==> src/rtl/instr_fetch_stage.sv <==
// Instruction fetch stage: owns the fetch PC, issues word requests to
// instruction memory under a credit limit, buffers returned words in an
// in-order prefetch FIFO and hands {instr_raw, instr_pc} to decode.
// Redirects flush the FIFO and discard every response still in flight.
//
// Handshakes: imem transfers a request on imem_req && imem_gnt, and
// imem_req/imem_addr stay stable until that happens. Decode transfers on
// instr_valid && instr_ready, and the instr_* outputs stay stable while
// instr_valid && !instr_ready.
module instr_fetch_stage #(
  parameter logic [31:0] RESET_PC   = 32'h0000_0000,
  parameter int          FIFO_DEPTH = 2
) (
  input  logic        clk,
  input  logic        rst_n,
  output logic        imem_req,
  output logic [31:0] imem_addr,
  input  logic        imem_gnt,
  input  logic        imem_rvalid,
  input  logic [31:0] imem_rdata,
  input  logic        redirect_valid,
  input  logic [31:0] redirect_pc,
  output logic        instr_valid,
  input  logic        instr_ready,
  output logic [31:0] instr_raw,
  output logic [31:0] instr_pc,
  output logic        instr_misaligned
);

  localparam int          AW        = $clog2(FIFO_DEPTH);
  localparam int          CW        = $clog2(FIFO_DEPTH + 1);
  localparam logic [CW:0] DEPTH_W   = FIFO_DEPTH[CW:0];
  localparam logic [31:0] NOP_INSTR = 32'h0000_0013;

  logic [31:0]           fetch_pc;
  logic [31:0]           resp_pc;
  logic [CW-1:0]         outstanding;
  logic [CW-1:0]         discard;
  logic [CW-1:0]         fifo_count;
  logic                  halted;
  logic [31:0]           fifo_raw [FIFO_DEPTH];
  logic [31:0]           fifo_pc  [FIFO_DEPTH];
  logic [FIFO_DEPTH-1:0] fifo_mis;
  logic [AW-1:0]         rd_ptr;
  logic [AW-1:0]         wr_ptr;

  logic                  grant;
  logic                  pop;
  logic                  resp_push;
  logic                  redirect_misaligned;
  logic [CW-1:0]         outstanding_nxt;

  // A request is only allowed while in-flight plus buffered words leave
  // room in the FIFO, so every response always has a slot waiting for it.
  // rst_n gates the request so nothing is asked for while held in reset.
  assign imem_req  = rst_n && !halted &&
                     (({1'b0, outstanding} + {1'b0, fifo_count}) < DEPTH_W);
  assign imem_addr = fetch_pc;

  assign grant               = imem_req && imem_gnt;
  assign pop                 = instr_valid && instr_ready;
  assign redirect_misaligned = redirect_valid && (redirect_pc[1:0] != 2'b00);
  // A response arriving in a redirect cycle belongs to the old stream.
  assign resp_push           = imem_rvalid && !redirect_valid && (discard == '0);

  assign instr_valid      = (fifo_count != '0);
  assign instr_raw        = fifo_raw[rd_ptr];
  assign instr_pc         = fifo_pc[rd_ptr];
  assign instr_misaligned = fifo_mis[rd_ptr];

  // In-flight count after this cycle's grant and response.
  always_comb begin
    outstanding_nxt = outstanding + CW'(grant) - CW'(imem_rvalid);
  end

  // Fetch PC, response PC, credit and discard bookkeeping.
  always_ff @(posedge clk or negedge rst_n) begin
    if (!rst_n) begin
      fetch_pc    <= RESET_PC;
      resp_pc     <= RESET_PC;
      outstanding <= '0;
      discard     <= '0;
      halted      <= 1'b0;
    end else begin
      outstanding <= outstanding_nxt;
      if (redirect_valid) begin
        // Everything still in flight after this cycle is stale; that count
        // already includes any older discards still pending.
        fetch_pc <= redirect_pc;
        resp_pc  <= redirect_pc;
        discard  <= outstanding_nxt;
        halted   <= redirect_misaligned;
      end else begin
        if (grant) begin
          fetch_pc <= fetch_pc + 32'd4;
        end
        if (imem_rvalid && (discard != '0)) begin
          discard <= discard - CW'(1);
        end
        if (resp_push) begin
          resp_pc <= resp_pc + 32'd4;
        end
      end
    end
  end

  // Prefetch FIFO: flushed on redirect, seeded with a fault entry when the
  // redirect target is not word aligned.
  always_ff @(posedge clk or negedge rst_n) begin
    if (!rst_n) begin
      rd_ptr     <= '0;
      wr_ptr     <= '0;
      fifo_count <= '0;
      fifo_mis   <= '0;
      for (int i = 0; i < FIFO_DEPTH; i++) begin
        fifo_raw[i] <= '0;
        fifo_pc[i]  <= '0;
      end
    end else if (redirect_valid) begin
      rd_ptr <= '0;
      if (redirect_misaligned) begin
        fifo_raw[0] <= NOP_INSTR;
        fifo_pc[0]  <= redirect_pc;
        fifo_mis[0] <= 1'b1;
        wr_ptr      <= AW'(1);
        fifo_count  <= CW'(1);
      end else begin
        wr_ptr     <= '0;
        fifo_count <= '0;
      end
    end else begin
      if (resp_push) begin
        fifo_raw[wr_ptr] <= imem_rdata;
        fifo_pc[wr_ptr]  <= resp_pc;
        fifo_mis[wr_ptr] <= 1'b0;
        wr_ptr           <= wr_ptr + AW'(1);
      end
      if (pop) begin
        rd_ptr <= rd_ptr + AW'(1);
      end
      fifo_count <= fifo_count + CW'(resp_push) - CW'(pop);
    end
  end

endmodule
==> config.mk <==
export PLATFORM = sky130hd
export DESIGN_NAME = instr_fetch_stage
export DESIGN_NICKNAME = d
export VERILOG_FILES = /design/src/rtl/instr_fetch_stage.sv
export SDC_FILE = /design/constraint.sdc
export NUM_CORES = 1
export LEC_CHECK = 0
export BUFFER_PORTS_ARGS = -buffer_cell sky130_fd_sc_hd__buf_2
export CAP_MARGIN = 20
export CORE_UTILIZATION = 57
export DETAILED_ROUTE_END_ITERATION = 10
export MAX_ROUTING_LAYER = met4
export PLACE_DENSITY = 0.91
export SLEW_MARGIN = 20
export SYNTH_ARGS = -nofsm -noshare
export SYNTH_HDL_FRONTEND = slang
export SYNTH_SLANG_ARGS = --single-unit
==> constraint.sdc <==
create_clock -name clk -period 4.44 [get_ports clk]
set_clock_uncertainty 0.15 [all_clocks]
set_input_delay 0.666 -clock clk [delete_from_list [all_inputs] [get_ports clk]]
set_output_delay 0.666 -clock clk [all_outputs]
set_load 0.01 [all_outputs]
# Word level (Yosys, flattened, before mapping)
# Index checks and enable logic that the tools add are counted.
[classes]
addsub = 10
magnitude_cmp = 7
eq_ne = 1
muxes = 36
bitwise = 5
reduce_logical = 22
[op_table]
columns = ["cell", "n"]
rows = [
  ["32-bit two-way mux", 15],
  ["64-bit bitwise mux", 2],
  ["64-bit two-way mux", 2],
  ["32-bit by 3-bit adder with 32-bit output, second input constant", 2],
  ["32-bit demux with 1-bit select", 1],
  ["2-bit nonzero test", 7],
  ["1-bit two-way mux", 12],
  ["1-bit logical AND", 10],
  ["2-bit two-way mux", 3],
  ["2-bit by 1-bit adder with 2-bit output", 2],
  ["2-bit >= comparator, second input constant", 2],
  ["1-bit by 2-bit less-than comparator with 1-bit output, second input constant", 2],
  ["1-bit inverter with 2-bit output", 2],
  ["2-bit AND reduction", 2],
  ["2-bit by 1-bit subtractor with 2-bit output", 2],
  ["2-bit by 2-bit adder with 3-bit output", 1],
  ["3-bit by 2-bit less-than comparator with 1-bit output, second input constant", 1],
  ["1-bit adder, second input constant", 2],
  ["2-bit bitwise AND", 1],
  ["1-bit logical NOT", 2],
  ["2-bit logical NOT", 1],
  ["2-bit by 1-bit less-than comparator with 1-bit output, second input constant", 1],
  ["2-bit by 1-bit != test with 1-bit output, second input constant", 1],
  ["2-bit inverter", 1],
  ["other kinds (4)", 4],
]
[word_totals]
ff_bits = 203
in_bits = 70
out_inout_bits = 99

# Longest topological paths before layout
# Gate-level depths: netlist of run 1.
[depth]
depth_word = 8
ltp_mapped = 14
mapped_depth_nobuf = 12

# Least setup slack after synthesis of run 1
# No wires, ideal clock.
[synth_timing]
kind = "register to register"
from = "reg outstanding[0]"
to = "reg discard[1]"
setup_time_ns = 0.134
t_arrival_ns = 2.839
setup_slack_ns = 1.316
path_stages_with_launch = 15
path_buffers = 2
cell_sequence = "dfrtp_1 > and2_1 > fa_1 > or4b_1 > buf_2 > inv_2 > buf_2 > nand2_1 > ha_1 > inv_1 > ha_1 > xnor2_1 > xnor2_1 > nand2_1 > o21ai_0"
[synth_between]
elab_chain_len = 7
[synth_lines]
columns = ["item", "line", "rtl"]
rows = [
  ["start, declared", "37", "logic [CW-1:0] outstanding;"],
  ["start signal, assigned", "85", "outstanding <= outstanding_nxt;"],
  ["2-bit by 2-bit adder with 3-bit output", "57", "(({1'b0, outstanding} + {1'b0, fifo_count}) < DEPTH_W);"],
  ["3-bit by 2-bit less-than comparator with 1-bit output", "57", ""],
  ["1-bit logical AND", "56", "assign imem_req = rst_n && !halted &&"],
  ["via imem_req", "16", "output logic imem_req,"],
  ["1-bit logical AND", "60", "assign grant = imem_req && imem_gnt;"],
  ["2-bit by 1-bit adder with 2-bit output", "73", "outstanding_nxt = outstanding + CW'(grant) - CW'(imem_rvalid);"],
  ["2-bit by 1-bit subtractor with 2-bit output", "73", ""],
  ["via outstanding_nxt[1]", "51", "logic [CW-1:0] outstanding_nxt;"],
  ["2-bit two-way mux", "86", "if (redirect_valid) begin"],
  ["end signal, assigned", "91", "discard <= outstanding_nxt;"],
  ["end signal, assigned", "98", "discard <= discard - CW'(1);"],
  ["end, declared", "38", "logic [CW-1:0] discard;"],
]
# The timed path passes the listed nets, and every way through them passes these cells.
# A chain may end at the register's enable or synchronous reset.

# Worst setup path after layout of run 1
[layout_timing]
from = "reg fifo_count[0]"
to = "out imem_req"
[layout_between]
elab_chain_len = 3
[layout_lines]
columns = ["item", "line", "rtl"]
rows = [
  ["start, declared", "39", "logic [CW-1:0] fifo_count;"],
  ["start signal, assigned", "141", "fifo_count <= fifo_count + CW'(resp_push) - CW'(pop);"],
  ["2-bit by 2-bit adder with 3-bit output", "57", ""],
  ["3-bit by 2-bit less-than comparator with 1-bit output", "57", ""],
  ["1-bit logical AND", "56", ""],
  ["end, declared", "16", ""],
]
# Every way passes these cells.

==> flow_metrics.py, run 1 <==
metrics = {
    "pwr": {
        "p_int_uw": 4382,
        "p_sw_uw": 1980,
        "seqPwrFrac_pct": 42.0,
        "comb_power_share_pct": 27.4,
        "ir_worst_vdd_mv": 0.4021,
        "power_density_nw_per_um2": 530.6,
        "sw_frac_of_total_pct": 31.12,
        "p_leak_uw": 0.005299,
        "p_clk_share_pct": 30.5,
    },
    "detailed_routing": {
        "wl_um": 28300,
        "route.met2.wl_um": 13410,
        "detail-route-antenna-nets": 0,
        "routed-wl-met3_um": 2709,
        "drtIter0Drc": 828,
        "vias": 8789,
        "drt-vias-per-instance": 6.387,
        "met1_length_um": 11130,
        "dr.pass1.iters": 7,
        "routed.top_layer": "met4",
        "drc": 0,
        "wire_per_inst_um": 20.57,
    },
    "place": {
        "place_area_um2": 11200,
        "place.gp.congestion": 0.8849,
        "dp_hpwl_um": 18800,
        "port_buffers": 168,
        "dp_cells": 1335,
    },
    "finish": {
        "syn_to_final_growth_pct": 17.44,
        "finalInstanceArea_um2": 11990,
        "nets": 1213,
        "drive_above_1_share_pct": 32.15,
        "final_core_util_pct": 68.85,
        "antenna_cells": 0,
        "fin_cells": 1376,
    },
    "logic_synthesis": {
        "synth_top_flop_cell": "dfrtp_1",
        "synth.distinct_cells": 50,
        "syn_inst": 999,
        "yosys_warnings": 0,
        "yosysTopAreaCell": "dfrtp_1",
        "syn_nets": 1077,
        "syn_avg_cell_area_um2": 10.22,
        "async_flop_share_pct": 100.0,
        "yosysSeqAreaShare_pct": 49.75,
        "synthTopCellsByArea": "dfrtp_1, mux2_2, nand2_1",
        "yosys.area.top_type_share_pct": 49.75,
        "ys_seq_elements": 203,
        "yosysMostFrequentCell": "dfrtp_1",
        "synth_edf_count": 0,
        "ys_top_cells_by_count": "dfrtp_1, mux2_2, nand2_1",
        "syn_area_um2": 10210,
    },
    "worst_setup_path": {
        "cp.arrival_ns": 2.66,
        "critPathCaptureType": "primary output",
        "worstPathRequired_ns": 3.62,
        "cp_max_fo": 12,
        "start_kind": "flop",
        "crit_type": "reg -> out",
    },
    "die": {
        "initial_utilization_pct": 58.63,
        "io_pins": 169,
        "dieArea_um2": 18450,
        "core_area_um2": 17420,
        "fp.dieH_um": 135.8,
        "num_rows": 48,
        "die-width_um": 135.8,
    },
    "timing": {
        "slew_viol_final": 0,
        "finalCritPeriodShare_pct": 78.38,
        "rsz0062_at_grt": "false",
        "worst_pin_slew_ns": 0.8839,
        "fmax_mhz": 287.3,
        "slew_headroom_pct": 41.08,
        "setup_tns_ns": 0,
        "finalSetupViolations": 0,
        "fin_crit_ns": 3.480,
        "hold_viol_final": 0,
    },
    "clocking": {
        "path_clk_slew_ns": 0.06,
        "cts_resized": 0,
        "htreeDepth": 1,
        "clock_sinks": 203,
        "numCtsBuffers": 22,
        "root_buffer": "clkbuf_16",
        "clock_path_buffers": 3,
        "cts_tree": "done",
        "clkLatencyLatePin_ns": 0.50,
    },
    "grt": {
        "grt_usage_pct": 31.98,
        "grt_pass1_vias": 8711,
        "antenna_found_initial": 0,
        "grt_pass1_wl_um": 44900,
        "grt_overflow": 0,
        "grt_max_degree": 75,
    },
    "min_path": {
        "hp-class": "in -> reg",
    },
    "run": {
        "maxCapViolations": 0,
    },
    "status": {
        "status": "completed",
    },
}
[sequential cells by signal (all words and copies together), names as in the netlist]
name and cells:
resp_pc 32, halted 1, rd_ptr 1, imem_addr 32
fifo_count 2, fifo_pc 64, discard 2, fifo_raw 64
fifo_mis 2, outstanding 2, wr_ptr 1
[timing repair]
action / in CTS / in global routing
endpoints found under the hold margin: 18 / 0
hold buffers: 1 / 0
buffers inserted: 0 / 0
[path summary, 6_finish.rpt]
check | start | to | slack, ns | depth (start not counted)
max | fifo_count[0] | imem_req | 0.96 | 5
min | imem_rdata[27] | fifo_raw[59] | 0.26 | 3
max in group asynchronous | rst_n | rd_ptr | 1.96 | 4
min reg2reg | fifo_mis[0] | fifo_mis[0] | 0.32 | 2
max reg2reg | fifo_count[0] | discard[1] | 0.99 | 12
min in group asynchronous | rst_n | fifo_pc[57] | 0.44 | 2
[power by group through the flow]
stage | Sequential (uW) | Clock, uW | Combinational (uW)
5_1_grt | 2730 | 2030 | 1900
2_1_floorplan | 2570 | 0 | 1200
4_1_cts | 2670 | 1970 | 1750
6_report | 2670 | 1940 | 1750
3_3_place_gp | 2650 | 0 | 1660
3_5_place_dp | 2690 | 0 | 1720
[logic make-up after synthesis]
family | synth area share (%)
simple gates | 16.92
mux | 15.41
compound gates | 11.33
flops | 49.75
fa+ha+maj | 1.054
xor+xnor | 2.230
buf+inv | 3.296
[routing by layer]
| layer | vias to the layer above | global-route usage (%) |
|---|---|---|
| li1 | 3886 | - |
| met1 | 4274 | 41.51 |
| met2 | 527 | 50.37 |
| met3 | 102 | 4.884 |
| met4 | 0 | 12.92 |
| met5 | - | - |
[area by class of cell]
cell class / count / area, um^2
Timing Repair Buffer: 184 / 972.2
Tap cell: 225 / 281.5
Clock inverter: 9 / 122.6
Sequential cell: 203 / 5081
Inverter: 16 / 60.06
Clock buffer: 31 / 655.6
Fill cell: 1230 / 5425
Multi-Input combinational cell: 708 / 4818
[cells in the final DEF, fill, tap and decap left out, types with 5 or more instances in the layout]
| cell | netlist | final |
|---|---|---|
| ha_1 | 7 | 7 |
| o31ai_1 | 15 | 15 |
| buf_2 | 5 | 167 |
| xor2_1 | 6 | 6 |
| buf_4 | 0 | 15 |
| a211oi_1 | 12 | 12 |
| a31oi_1 | 15 | 15 |
| nand2b_1 | 5 | 5 |
| clkbuf_16 | 0 | 23 |
| a21oi_1 | 67 | 67 |
| or4_1 | 14 | 14 |
| or3_1 | 5 | 5 |
| nor3_1 | 18 | 18 |
| clkinv_2 | 0 | 5 |
| nand4_1 | 23 | 23 |
| dfrtp_1 | 203 | 202 |
| and2_1 | 9 | 9 |
| o21ai_0 | 52 | 51 |
| xnor2_1 | 20 | 20 |
| and4_1 | 15 | 15 |
| and3_1 | 8 | 8 |
| a311oi_1 | 10 | 10 |
| mux2_2 | 138 | 138 |
| nor2_1 | 65 | 65 |
| nor4_1 | 16 | 16 |
| nand3_1 | 30 | 30 |
| nand2_1 | 121 | 121 |
| clkbuf_8 | 0 | 6 |
| inv_1 | 15 | 14 |
[worst max-delay path: stages, from the launching register on]
cell	delay, ns
dfrtp_1	0.40
and2_1	0.16
fa_1	0.43
or4b_1	0.73
inv_2	0.27
buf_2	0.18
[metrics by stage]
stage               power, uW  hold slack [ns]  setup slack, ns
finish                   6362           0.2586           0.9599
floorplan                3765           0.2204            1.316
global route             6665           0.2644           0.7843
global placement         4304           0.3089            1.113
detailed placement       4408           0.3154           0.9986
CTS                      6383           0.2459           0.9767
Note: power is estimated with default switching activity, not from simulation.
==> run 2, diff against run 1 <==
Settings changed: ABC_AREA set to 1, CORE_UTILIZATION 57 to 52, PLACE_DENSITY 0.91 to 0.87.
Clock period 4.44 ns to 2.99 ns, I/O delays scaled along.
==> run 2 against run 1 <==
Compared with the run above:
- sequential power grew 51%
- die area grew 14%
- final cell count up 35%
- core utilization down 6.0 points
- register-to-register slack got worse by 0.60 ns
- critical endpoint is now instr_raw[30]
==> flow_metrics.py, run 2 <==
metrics = {
    "clocking": {
        "clkLatencyLatePin_ns": 0.50,
        "clock_sinks": 203,
        "htreeDepth": 1,
        "path_clk_slew_ns": 0.07,
        "root_buffer": "clkbuf_16",
        "clock_path_buffers": 3,
        "hold_buffers": 0,
        "numCtsBuffers": 22,
        "cts_setup_buffers": 0,
        "cts_tree": "done",
        "cts_resized": 0,
    },
    "logic_synthesis": {
        "synth_compound_area_share_pct": 12.88,
        "synth_xor_area_share_pct": 1.480,
        "synth_adder_area_share_pct": 1.010,
        "ys_top_cells_by_count": "nand2_1, dfrtp_1, inv_1",
        "yosysSeqAreaShare_pct": 47.70,
        "yosys_warnings": 0,
        "yosysTopAreaCell": "dfrtp_1",
        "synth_edf_count": 0,
        "synthTopCellsByArea": "dfrtp_1, nand2_1, inv_1",
        "synth-simple-area-share_pct": 28.10,
        "muxShareOfSynthArea_pct": 0,
        "synth.distinct_cells": 36,
        "synth_top_flop_cell": "dfrtp_1",
        "syn_avg_cell_area_um2": 7.427,
        "syn_inst": 1434,
        "yosysMostFrequentCell": "nand2_1",
        "synth_top_family_by_area": "simple AND/OR/NAND/NOR gates",
        "syn_area_um2": 10650,
        "async_flop_share_pct": 100.0,
        "yosys.area.top_type_share_pct": 47.70,
        "syn_nets": 1512,
        "ys_seq_elements": 203,
    },
    "timing": {
        "slew_headroom_pct": 38.16,
        "slew_viol_final": 0,
        "setup_tns_ns": 0,
        "hold_viol_final": 0,
        "finalCritPeriodShare_pct": 91.34,
        "rsz0062_at_grt": "false",
        "finalSetupViolations": 0,
        "fin_crit_ns": 2.731,
        "worst_pin_slew_ns": 0.9276,
        "fmax_mhz": 366.2,
        "holdWs_ns": 0.02187,
    },
    "die": {
        "fp.dieH_um": 145.1,
        "die-width_um": 145.1,
        "io_pins": 169,
        "core_area_um2": 19780,
        "num_rows": 51,
        "dieArea_um2": 21060,
        "initial_utilization_pct": 53.84,
    },
    "finish": {
        "finalInstanceArea_um2": 12420,
        "seqCellArea_um2": 5081,
        "nets": 1663,
        "multi_input_area_um2": 4629,
        "layout_common_cells": "nand2_1, dfrtp_1, buf_2",
        "layout_commonest_cell": "nand2_1",
        "antenna_cells": 0,
        "syn_to_final_growth_pct": 16.66,
        "drive_above_1_share_pct": 15.95,
        "reg.largest.list": "fifo_pc x64, fifo_raw x64",
        "fillers": 1724,
    },
    "grt": {
        "grt_pass1_wl_um": 48070,
        "grt_pass1_vias": 9583,
        "antenna_found_initial": 0,
        "grt_overflow": 0,
        "grt_max_degree": 204,
        "grt_usage_pct": 28.79,
    },
    "min_path": {
        "hp-class": "in -> reg",
    },
    "detailed_routing": {
        "wire_per_inst_um": 15.83,
        "wl_um": 29500,
        "dr.pass1.iters": 7,
        "drt-vias-per-instance": 5.344,
        "detail-route-antenna-nets": 0,
        "drc": 0,
        "vias": 9962,
        "drtIter0Drc": 713,
    },
    "worst_setup_path": {
        "cp_max_fo": 90,
        "critPathCaptureType": "primary output",
        "start_kind": "flop",
        "crit_type": "reg -> out",
        "worstPathRequired_ns": 2.39,
        "cp.arrival_ns": 2.13,
    },
    "pwr": {
        "power_density_nw_per_um2": 756.5,
        "comb_power_share_pct": 28.2,
        "seqPwrFrac_pct": 42.8,
        "p_int_uw": 6092,
        "sw_frac_of_total_pct": 35.18,
        "power_uw": 9399,
        "p_leak_uw": 0.006470,
        "ir_worst_vdd_mv": 0.3219,
        "p_clk_share_pct": 29.0,
        "p_sw_uw": 3306,
    },
    "run": {
        "maxCapViolations": 0,
    },
    "place": {
        "place.gp.congestion": 0.9302,
        "port_buffers": 168,
        "dp_hpwl_um": 20050,
        "place_area_um2": 11660,
    },
    "status": {
        "status": "completed",
    },
}
-- run 2: cell types whose count changed after synthesis, moves of 22 or more --
| cell | previous run | this run |
|---|---|---|
| a21oi_1 | 67 | 23 |
| clkbuf_1 | 61 | 28 |
| inv_1 | 15 | 160 |
| mux2_2 | 138 | 0 |
| nand2_1 | 121 | 562 |
| nand3_1 | 30 | 70 |
| nand4_1 | 23 | 1 |
| o21ai_0 | 52 | 106 |
| o21ai_1 | 0 | 40 |
| o221ai_1 | 0 | 33 |
-- run 2: logic make-up (layout without fill, tap and decap cells) --
kind of cell,count (synthesis),count (layout)
buffers and inverters,224,389
XOR/XNOR,18,18
AND/OR/NAND/NOR,748,748
AO/OA/AOI/OAI,233,233
flip-flops,203,203
adder cells (fa/ha/maj),8,8
-- run 2: path summary, 6_finish.rpt --
kind	from	cells past startpoint	slack [ns]	to
max reg2reg	outstanding[0]	12	0.39	discard[1]
min	imem_rdata[23]	3	0.02	fifo_raw[23]
min in group asynchronous	rst_n	3	0.40	rd_ptr
min reg2reg	fifo_raw[26]	2	0.32	fifo_raw[26]
max	rd_ptr	3	0.26	instr_raw[30]
max in group asynchronous	rst_n	4	1.28	imem_addr[18]
-- run 2: stage by stage --
step           worst slack, ns  cells  util, %
2_1_floorplan           0.6754   1434        -
3_3_place_gp            0.5119   1824    58.94
3_5_place_dp            0.4261   1824    58.94
4_1_cts                 0.2763   1862    62.62
5_1_grt                 0.1702   1864    62.81
6_report                0.2591   1864    62.81
-- run 2: layer usage --
metal / GRT usage (%) / up-vias / wire [um]
met4: 6.211 / 0 / 403
met5: - / - / 0
met1: 39.03 / 4672 / 12700
met2: 45.72 / 427 / 13770
li1: - / 4828 / -
met3: 4.591 / 35 / 2622
-- run 2: area by class of cell --
cell class              instances  area share [%]
inverters                     165           5.015
clock buffers                  30           5.247
flip-flops and latches        203           40.90
repair buffers                186           8.308
multi-input cells            1007           37.26
well taps                     265           2.669
clock inverters                 8          0.6042
-- run 2: power by group through the flow --
stage	Combinational, uW	Sequential (uW)	Clock [uW]
after floorplan	1760	3940	0
after global placement	2530	4000	0
after detailed placement	2630	4040	0
after CTS	2660	4010	2750
after global routing	2990	4110	2870
final	2650	4020	2730
-- run 2: worst max-delay path: stages, from the launching register on --
cell     delay [ns]
dfrtp_2        0.36
buf_4          0.70
o21ai_0        0.29
buf_2          0.21
